## config.mk

```make
export PLATFORM = sky130hd
export DESIGN_NAME = tx_scan_sequencer
export DESIGN_NICKNAME = d
export VERILOG_FILES = /design/src/rtl/tx_seq_pkg.sv /design/src/rtl/tx_scan_sequencer_timer.sv /design/src/rtl/tx_scan_sequencer.sv
export SDC_FILE = /design/constraint.sdc
export NUM_CORES = 1
export LEC_CHECK = 0
export ABC_AREA = 1
export BUFFER_PORTS_ARGS = -buffer_cell sky130_fd_sc_hd__buf_2
export CAP_MARGIN = 20
export CORE_AREA = 2 2 118 109
export CTS_CLUSTER_DIAMETER = 100
export DETAILED_ROUTE_END_ITERATION = 16
export DIE_AREA = 0 0 120 111
export PLACE_DENSITY_LB_ADDON = 0.2
export SLEW_MARGIN = 15
export SYNTH_ARGS = -nofsm -noshare
export SYNTH_HDL_FRONTEND = slang
export SYNTH_SLANG_ARGS = --single-unit
```

## constraint.sdc

```tcl
create_clock -name clk_100M -period 4.7 [get_ports clk_100M]
set_clock_uncertainty 0.2 [all_clocks]
set_input_delay 0.705 -clock clk_100M [delete_from_list [all_inputs] [get_ports clk_100M]]
set_output_delay 0.705 -clock clk_100M [all_outputs]
set_load 0.02 [all_outputs]
```

## src/rtl/tx_seq_pkg.sv

```systemverilog
// Shared types, default shot timing and period selection for the transmit scan sequencer.
package tx_seq_pkg;

    localparam int CNT_W = 32;

    localparam int unsigned DEF_NUM_LINES = 128;
    localparam int unsigned DEF_PR_CYC    = 3000;
    localparam int unsigned DEF_RX_CYC    = 250;
    localparam int unsigned DEF_END_CYC   = 80;
    localparam int unsigned DEF_ENV_GAP   = 10;
    localparam int unsigned DEF_ENV_CYC   = 5;

    typedef enum logic [2:0] {
        ST_IDLE = 3'd0,
        ST_PR   = 3'd1,
        ST_RX   = 3'd2,
        ST_WAIT = 3'd3,
        ST_END  = 3'd4,
        ST_GAP  = 3'd5,
        ST_ENV  = 3'd6
    } seq_state_t;

    // Far zones (2/3) use the long period, near zones (0/1) the short one.
    function automatic logic [CNT_W-1:0] select_period(
        input logic [1:0]       focus,
        input logic [CNT_W-1:0] near,
        input logic [CNT_W-1:0] far
    );
        return focus[1] ? far : near;
    endfunction

    // Idle time between rx_gate and end_gate; never shorter than one cycle.
    function automatic logic [CNT_W-1:0] wait_length(
        input logic [CNT_W-1:0] period,
        input logic [CNT_W-1:0] pr_rx
    );
        logic [CNT_W:0] diff;
        diff = {1'b0, period} - {1'b0, pr_rx};
        if (diff[CNT_W] || (diff[CNT_W-1:0] == {CNT_W{1'b0}})) begin
            return {{(CNT_W-1){1'b0}}, 1'b1};
        end else begin
            return diff[CNT_W-1:0];
        end
    endfunction

endpackage

```

## src/rtl/tx_scan_sequencer_timer.sv

```systemverilog
// Loadable down-counter timing each sequencer phase; done flags the last cycle of a phase.
module tx_phase_timer
    import tx_seq_pkg::*;
(
    input  logic             clk_100M,
    input  logic             reset_n,
    input  logic             load,
    input  logic [CNT_W-1:0] load_val,
    output logic [CNT_W-1:0] count,
    output logic             done
);

    logic [CNT_W-1:0] count_r;

    // Load on phase entry, otherwise count down and rest at zero.
    always_ff @(posedge clk_100M or negedge reset_n) begin
        if (!reset_n) begin
            count_r <= {CNT_W{1'b0}};
        end else if (load) begin
            count_r <= load_val;
        end else if (count_r != {CNT_W{1'b0}}) begin
            count_r <= count_r - {{(CNT_W-1){1'b0}}, 1'b1};
        end else begin
            count_r <= count_r;
        end
    end

    assign count = count_r;
    assign done  = (count_r == {{(CNT_W-1){1'b0}}, 1'b1});

endmodule

```

## src/rtl/tx_scan_sequencer.sv

```systemverilog
// Transmit scan scheduler: walks focus zones and lines, producing per-shot gate timing.
module tx_scan_sequencer
    import tx_seq_pkg::*;
#(
    parameter int unsigned NUM_LINES = DEF_NUM_LINES,
    parameter int unsigned PR_CYC    = DEF_PR_CYC,
    parameter int unsigned RX_CYC    = DEF_RX_CYC,
    parameter int unsigned END_CYC   = DEF_END_CYC,
    parameter int unsigned ENV_GAP   = DEF_ENV_GAP,
    parameter int unsigned ENV_CYC   = DEF_ENV_CYC
) (
    input  logic        clk_100M,
    input  logic        reset_n,
    input  logic        scan_en,
    input  logic [1:0]  focus_last,
    input  logic [31:0] period_near,
    input  logic [31:0] period_far,
    output logic [7:0]  line_num,
    output logic [1:0]  focus_num,
    output logic        pr_gate,
    output logic        rx_gate,
    output logic        end_gate,
    output logic        envelop,
    output logic        frame_done,
    output logic        busy
);

    localparam logic [7:0]       LINE_MAX  = 8'(NUM_LINES - 1);
    localparam logic [CNT_W-1:0] PR_LEN    = CNT_W'(PR_CYC);
    localparam logic [CNT_W-1:0] RX_LEN    = CNT_W'(RX_CYC);
    localparam logic [CNT_W-1:0] PR_RX_LEN = CNT_W'(PR_CYC + RX_CYC);
    localparam logic [CNT_W-1:0] END_LEN   = CNT_W'(END_CYC);
    localparam logic [CNT_W-1:0] GAP_LEN   = CNT_W'(ENV_GAP);
    localparam logic [CNT_W-1:0] ENV_LEN   = CNT_W'(ENV_CYC);

    seq_state_t       state_r;
    seq_state_t       next_state_s;
    logic             load_s;
    logic [CNT_W-1:0] load_val_s;
    logic             latch_s;
    logic [CNT_W-1:0] count_s;
    logic             done_s;
    logic [CNT_W-1:0] period_r;

    logic             advance_s;
    logic             last_focus_s;
    logic [1:0]       focus_next_s;
    logic [7:0]       line_next_s;
    logic [1:0]       latch_focus_s;
    logic             frame_last_s;
    logic             will_be_one_s;

    logic [7:0]       line_num_r;
    logic [1:0]       focus_num_r;
    logic             pr_gate_r;
    logic             rx_gate_r;
    logic             end_gate_r;
    logic             envelop_r;
    logic             frame_done_r;
    logic             busy_r;

    tx_phase_timer u_timer (
        .clk_100M (clk_100M),
        .reset_n  (reset_n),
        .load     (load_s),
        .load_val (load_val_s),
        .count    (count_s),
        .done     (done_s)
    );

    // Next state and the phase length to load when a new phase begins.
    always_comb begin
        next_state_s = state_r;
        load_s       = 1'b0;
        load_val_s   = {CNT_W{1'b0}};
        latch_s      = 1'b0;
        case (state_r)
            ST_IDLE: begin
                if (scan_en) begin
                    next_state_s = ST_PR;
                    load_s       = 1'b1;
                    load_val_s   = PR_LEN;
                    latch_s      = 1'b1;
                end else begin
                    next_state_s = ST_IDLE;
                end
            end
            ST_PR: begin
                if (done_s) begin
                    next_state_s = ST_RX;
                    load_s       = 1'b1;
                    load_val_s   = RX_LEN;
                end else begin
                    next_state_s = ST_PR;
                end
            end
            ST_RX: begin
                if (done_s) begin
                    next_state_s = ST_WAIT;
                    load_s       = 1'b1;
                    load_val_s   = wait_length(period_r, PR_RX_LEN);
                end else begin
                    next_state_s = ST_RX;
                end
            end
            ST_WAIT: begin
                if (done_s) begin
                    next_state_s = ST_END;
                    load_s       = 1'b1;
                    load_val_s   = END_LEN;
                end else begin
                    next_state_s = ST_WAIT;
                end
            end
            ST_END: begin
                if (done_s) begin
                    next_state_s = ST_GAP;
                    load_s       = 1'b1;
                    load_val_s   = GAP_LEN;
                end else begin
                    next_state_s = ST_END;
                end
            end
            ST_GAP: begin
                if (done_s) begin
                    next_state_s = ST_ENV;
                    load_s       = 1'b1;
                    load_val_s   = ENV_LEN;
                end else begin
                    next_state_s = ST_GAP;
                end
            end
            ST_ENV: begin
                if (done_s && scan_en) begin
                    next_state_s = ST_PR;
                    load_s       = 1'b1;
                    load_val_s   = PR_LEN;
                    latch_s      = 1'b1;
                end else if (done_s) begin
                    next_state_s = ST_IDLE;
                end else begin
                    next_state_s = ST_ENV;
                end
            end
            default: begin
                next_state_s = ST_IDLE;
            end
        endcase
    end

    // Line/focus stepping; a focus above focus_last counts as the last zone.
    always_comb begin
        advance_s    = (state_r == ST_ENV) && done_s;
        last_focus_s = (focus_num_r >= focus_last);
        if (last_focus_s) begin
            focus_next_s = 2'd0;
            line_next_s  = (line_num_r == LINE_MAX) ? 8'd0 : line_num_r + 8'd1;
        end else begin
            focus_next_s = focus_num_r + 2'd1;
            line_next_s  = line_num_r;
        end
        frame_last_s  = last_focus_s && (line_num_r == LINE_MAX);
        latch_focus_s = (state_r == ST_ENV) ? focus_next_s : focus_num_r;
        will_be_one_s = load_s ? (load_val_s == {{(CNT_W-1){1'b0}}, 1'b1})
                               : (count_s == {{(CNT_W-2){1'b0}}, 2'd2});
    end

    // FSM state, registered gate decode, period latch and scan counters.
    always_ff @(posedge clk_100M or negedge reset_n) begin
        if (!reset_n) begin
            state_r      <= ST_IDLE;
            period_r     <= {CNT_W{1'b0}};
            line_num_r   <= 8'd0;
            focus_num_r  <= 2'd0;
            pr_gate_r    <= 1'b0;
            rx_gate_r    <= 1'b0;
            end_gate_r   <= 1'b0;
            envelop_r    <= 1'b0;
            frame_done_r <= 1'b0;
            busy_r       <= 1'b0;
        end else begin
            state_r      <= next_state_s;
            pr_gate_r    <= (next_state_s == ST_PR);
            rx_gate_r    <= (next_state_s == ST_RX);
            end_gate_r   <= (next_state_s == ST_END);
            envelop_r    <= (next_state_s == ST_ENV);
            busy_r       <= (next_state_s != ST_IDLE);
            frame_done_r <= (next_state_s == ST_ENV) && will_be_one_s && frame_last_s;
            if (latch_s) begin
                period_r <= select_period(latch_focus_s, period_near, period_far);
            end else begin
                period_r <= period_r;
            end
            if (advance_s) begin
                focus_num_r <= focus_next_s;
                line_num_r  <= line_next_s;
            end else begin
                focus_num_r <= focus_num_r;
                line_num_r  <= line_num_r;
            end
        end
    end

    assign line_num   = line_num_r;
    assign focus_num  = focus_num_r;
    assign pr_gate    = pr_gate_r;
    assign rx_gate    = rx_gate_r;
    assign end_gate   = end_gate_r;
    assign envelop    = envelop_r;
    assign frame_done = frame_done_r;
    assign busy       = busy_r;

endmodule

```

### Word level (Yosys, flattened, before mapping)

Cells that the tools add are included.

* memories: 0
* input port bits: 69
* register bits after elaboration: 83
* latch bits: 0
* RAM bits: 0
* ROM bits: 0

* reductions and logical operators: 13
* $mul: 0
* shift operators: 0
* mux-type cells: 30
* add/subtract/negate cells: 4
* magnitude comparators: 1
* equality and inequality tests: 14
* div/mod/pow operators: 0
* bitwise operators: 0

Operator list (number)
* case mux 32 bit (7 select lines): 1
* 2-to-1 mux 32 bit: 5
* == test 32 x 1 -> 1 bit, second input constant: 2
* subtractor 32 x 12 -> 33 bit, second input constant: 1
* == test 32 x 2 -> 1 bit, second input constant: 1
* zero test 32 bit: 1
* nonzero test 32 bit: 1
* subtractor 32 x 1 -> 32 bit, second input constant: 1
* 2-to-1 mux 12 bit: 2
* case mux 3 bit (7 select lines): 1
* 2-to-1 mux 8 bit: 2
* == test 3 bit, second input constant: 5
* 2-to-1 mux 3 bit: 4
* == test 3 x 2 -> 1 bit, second input constant: 3
* adder 8 x 1 -> 8 bit, second input constant: 1
* == test 8 x 7 -> 1 bit, second input constant: 1
* 2-to-1 mux 2 bit: 4
* 2-to-1 mux 1 bit: 7
* 2-to-1 mux 7 bit: 1
* == test 3 x 1 -> 1 bit, second input constant: 2
* logical AND 1 bit: 5
* OR reduction 5 bit: 1
* 2-to-1 mux 4 bit: 1
* zero test 3 bit: 1
* other kinds (8): 8

### Depth between registers and ports, before layout

* word-level depth: 10
* mapped depth: 23
* gate-level depth less buffers: 22

### Modules after synthesis

A second synthesis with hierarchy kept.

* cells, all modules: 1057
* area, all modules: 6578.8 sq um

By module, submodules not included
* tx_scan_sequencer: times used 1, sequential area each 1276.2 sq um, cells an instance 714, area each 4295.4 sq um
* tx_phase_timer: times used 1, sequential area each 800.8 sq um, cells an instance 343, area each 2283.4 sq um

### Worst setup path after synthesis

No wires, ideal clock.

* kind: register to register
* from: register period_r[1]
* to: register frame_done_r, in the netlist frame_done
* setup slack: 2.097 ns
* data required time: 4.426 ns
* stages on the path, launching flop included: 22
* path buffers: 1
* arrival time: 2.330 ns
* cells stage by stage: dfrtp_1 > inv_1 > ha_1 > nor2_1 > nand3_1 > nand2_1 > nand2_1 > nand2_2 > o21ai_1 > nand2_1 > nor2_1 > nand2_1 > nor2_2 > nand3_2 > buf_6 > o211ai_1 > nand2_1 > nor2_1 > nand3_1 > nor2_1 > nand2_1 > a21oi_2

* longest elaborated chain between the ends: 10

RTL lines
* from (decl): line tx_scan_sequencer.sv:43 `logic [CNT_W-1:0] period_r;`
* from (signal assigned): line tx_scan_sequencer.sv:172 `period_r <= {CNT_W{1'b0}};`
* from (signal assigned): line tx_scan_sequencer.sv:190 `period_r <= select_period(latch_focus_s, period_near, period_far);`
* from (signal assigned): line tx_scan_sequencer.sv:192 `period_r <= period_r;`
* subtractor 32 x 12 -> 33 bit (*): line tx_seq_pkg.sv:38 `diff = {1'b0, period} - {1'b0, pr_rx};`
* zero test 32 bit: line tx_seq_pkg.sv:39 `if (diff[CNT_W] || (diff[CNT_W-1:0] == {CNT_W{1'b0}})) begin`
* logical OR 1 bit: line tx_seq_pkg.sv:39
* 2-to-1 mux 32 bit (*): line tx_seq_pkg.sv:39
* 2-to-1 mux 32 bit (*): line tx_scan_sequencer.sv:98 `if (done_s) begin`
* case mux 32 bit (7 select lines) (*): line tx_scan_sequencer.sv:77 `case (state_r)`
* == test 32 x 1 -> 1 bit (*): line tx_scan_sequencer.sv:164 `will_be_one_s = load_s ? (load_val_s == {{(CNT_W-1){1'b0}}, 1'b1})`
* 2-to-1 mux 1 bit (*): line tx_scan_sequencer.sv:164
* logical AND 1 bit (*) (2 in a row): line tx_scan_sequencer.sv:188 `frame_done_r <= (next_state_s == ST_ENV) && will_be_one_s && frame_last_s;`
* to (signal assigned): line tx_scan_sequencer.sv:188
* to (decl): line tx_scan_sequencer.sv:59 `logic frame_done_r;`

Mark *: on every way between the ends. The rest lies on a longest branch, timed or not.
A chain may end at the register's enable or synchronous reset.

### Final worst setup path

* from: register u_timer.count_r[18], in the netlist u_timer.count[18]
* to: register frame_done_r, in the netlist frame_done

* longest elaborated chain between the ends: 8

RTL lines
* from (decl): line tx_scan_sequencer_timer.sv:13 `logic [CNT_W-1:0] count_r;`
* from (signal assigned): line tx_scan_sequencer_timer.sv:18 `count_r <= {CNT_W{1'b0}};`
* from (signal assigned): line tx_scan_sequencer_timer.sv:20 `count_r <= load_val;`
* from (signal assigned): line tx_scan_sequencer_timer.sv:22 `count_r <= count_r - {{(CNT_W-1){1'b0}}, 1'b1};`
* == test 32 x 1 -> 1 bit: line tx_scan_sequencer_timer.sv:29 `assign done = (count_r == {{(CNT_W-1){1'b0}}, 1'b1});`
* logical AND 1 bit: line tx_scan_sequencer.sv:134 `if (done_s && scan_en) begin`
* 2-to-1 mux 12 bit: line tx_scan_sequencer.sv:134
* case mux 32 bit (7 select lines): line tx_scan_sequencer.sv:77
* == test 32 x 1 -> 1 bit: line tx_scan_sequencer.sv:164
* 2-to-1 mux 1 bit: line tx_scan_sequencer.sv:164
* logical AND 1 bit (*) (2 in a row): line tx_scan_sequencer.sv:188

Marks and branches as above.

==> results.sh <==
export IMPL_dr_pass1_iters=5
export IMPL_num_rows=39
export IMPL_hold_ws_ns=0.0677
export IMPL_critPathLaunchType="flip-flop"
export IMPL_grt_pass1_wl_mm=29.5
export IMPL_syn_cell_area_sq_um=6280
export IMPL_dieArea_sq_um=13300
export IMPL_fp_dieW_um=120
export IMPL_leakage_uw=0.00330
export IMPL_grt_pass1_vias=5996
export IMPL_synth_flop_cell="dfrtp_1"
export IMPL_finalHoldViolCount=0
export IMPL_ys_seq_area_frac=0.331
export IMPL_dpl_hpwl_mm=13.6
export IMPL_crit_required_ns=4.73
export IMPL_cts_buffers=9
export IMPL_ant_nets=0
export IMPL_synth_most_common_cell="nand2_1"
export IMPL_slowest_delay_ns=0.58
export IMPL_cts_root_buf="clkbuf_16"
export IMPL_endpoint_kind="flip-flop"
export IMPL_post_drt_wl_per_cell_um=14.4
export IMPL_syn_nets=1032
export IMPL_cts_sinks=83
export IMPL_fin_cells=1204
export IMPL_cp_max_fo=16
export IMPL_core_area_sq_um=12200
export IMPL_cts_resized_gates=0
export IMPL_drc=0
export IMPL_nNetsFinal=1111
export IMPL_finish_instance_area_sq_um=7180
export IMPL_arrival_ns=3.53
export IMPL_outcome="finished clean"
export IMPL_fin_crit_ns=3.50
export IMPL_cpLargestDelayFamily="simple AND/OR/NAND/NOR gates"
export IMPL_dp_cells=1188
export IMPL_synth_async_reset_ratio=1.00
export IMPL_yosysWarnings=0
export IMPL_drive_gt1_frac=0.152
export IMPL_cap_viol_max_count=0
export IMPL_synth_seq_cells=83
export IMPL_clk_pin_slew_worst_paths_ns=0.07
export IMPL_peakVddDrop_mv=0.174
export IMPL_syn_inst=956
export IMPL_num_vias=6351
export IMPL_yosys_area_top_type="dfrtp_1"
export IMPL_grt_start_max_net_pins=65
export IMPL_clock_latency_ns=0.36
export IMPL_power_density_nw_per_um2=212
export IMPL_gr_total_overflow=0
export IMPL_wl_mm=17.4
export IMPL_rsz0062_at_grt="false"
export IMPL_clock_fmax_mhz=286
export IMPL_synth_top_area_share=0.331
export IMPL_finalSetupViolCount=0
export IMPL_maxSlewHeadroom=0.475
export IMPL_hold_path_class="primary input to asynchronous set/reset pin"
export IMPL_netlist_top_cells_count="nand2_1, inv_1, nor2_1"
export IMPL_boundaryPins=85
export IMPL_worstSetupPathType="flip-flop to flip-flop"
export IMPL_setup_tns_final_ns=0
export IMPL_gp_congestion=1.02
export IMPL_synth_edff_count=0
export IMPL_grt_usage=0.278
export IMPL_cts_htree_levels=3
export IMPL_placed_area_sq_um=6870
export IMPL_crit_slowest_cell="nor2_2"
export IMPL_cts_tree="built"
export IMPL_cp_buffers_inverters=2
export IMPL_synth_distinct_cells=43
export IMPL_floorplan_initialDensity=0.513
export IMPL_antenna_cells=0
export IMPL_path_cells="nor2_1, inv_1, nor2_1, nand3_1, nor3_2, nand3_1, nor2_2, inv_1, nor2_2, o41ai_1, nand2_1, nor2_1, nand2_1, a21oi_2"
export IMPL_area_growth_pct=14.2
export IMPL_crit_top_cell="nor2_1"
export IMPL_drt_iter0_drc=553
export IMPL_synthTopCellsByArea="dfrtp_1, nand2_1, inv_1"
export IMPL_fin_crit_sh=0.745
export IMPL_antenna_found_initial=0
export IMPL_place_port_buffers=84
export IMPL_report_final_slew_viol_count=0
export IMPL_cts_setup_buffers=0
export IMPL_dieHeight_um=111
export IMPL_vias_per_cell=5.27
export IMPL_cts_hold_buf=0
export IMPL_worst_pin_slew_ns=0.785
export IMPL_clockBufferDepth=2
export IMPL_avgSynthCellArea_sq_um=6.57
cell families (layout without fill, tap and decap cells):
| family | Yosys count | count (layout) | synth area share |
|---|---|---|---|
| AO/OA/AOI/OAI | 153 | 153 | 0.152 |
| XOR/XNOR | 34 | 34 | 0.0474 |
| adder cells (fa/ha/maj) | 7 | 7 | 0.0139 |
| buffers and inverters | 183 | 267 | 0.112 |
| flip-flops | 83 | 83 | 0.331 |
| AND/OR/NAND/NOR | 496 | 496 | 0.345 |
cells in the final DEF (no fill, tap or decap), types with 15 or more instances in the layout:
cell type / n
nor3_1: 15
buf_2: 83
nand4_1: 25
a21oi_1: 27
o21ai_0: 57
xor2_1: 28
o211ai_1: 39
inv_1: 148
nor2_1: 131
dfrtp_1: 83
nand2_1: 226
nand3_1: 59
registers in the layout, summed over array words and instances, names as in the netlist:
signal,count
period_r,32
u_timer.count,32
line_num,8
state_r,3
focus_num,2
busy,1
end_gate,1
envelop,1
frame_done,1
pr_gate,1
rx_gate,1
where the power goes:
group	total (uW)	leakage, uW	internal, uW	switching (uW)
registers	718	0.000822	716	2.00
clock network	751	0.000153	431	320
logic	55.0	0.00232	25.1	29.9
final cells by class:
| type | instances | area [sq um] |
|---|---|---|
| sequential | 83 | 2080 |
| clock buffer | 10 | 239 |
| inverter | 162 | 609 |
| fill | 1214 | 5070 |
| multi-input combinational | 690 | 3520 |
| tap | 164 | 205 |
| timing repair buffer | 89 | 460 |
| clock inverter | 6 | 70.1 |
stage by stage:
step,setup WS (ns),total power [uW],util
floorplan,2.10,742,-
global placement,1.30,787,0.561
detailed placement,1.27,788,0.561
CTS,1.26,1540,0.586
global route,0.800,1580,0.586
finish,1.20,1520,0.586
worst paths after layout:
| check | depth (start not counted) | from | slack (ns) | endpoint |
|---|---|---|---|---|
| worst max-delay path | 14 | u_timer.count[18] | 1.20 | frame_done |
| worst min-delay path | 1 | reset_n | 0.07 | period_r[8] |
| worst max register to register | 14 | u_timer.count[18] | 1.20 | frame_done |
| worst min register to register | 1 | line_num[6] | 0.33 | line_num[6] |
| max in group asynchronous | 2 | reset_n | 3.19 | period_r[24] |
| min in group clk_100M | 1 | line_num[6] | 0.33 | line_num[6] |
layer usage:
metal	track usage	wire length (um)
met1	0.385	8090
met2	0.424	7760
met3	0.0638	986
met4	0.104	532
met5	0	0
No activity file was read; power rests on OpenSTA's default activity.
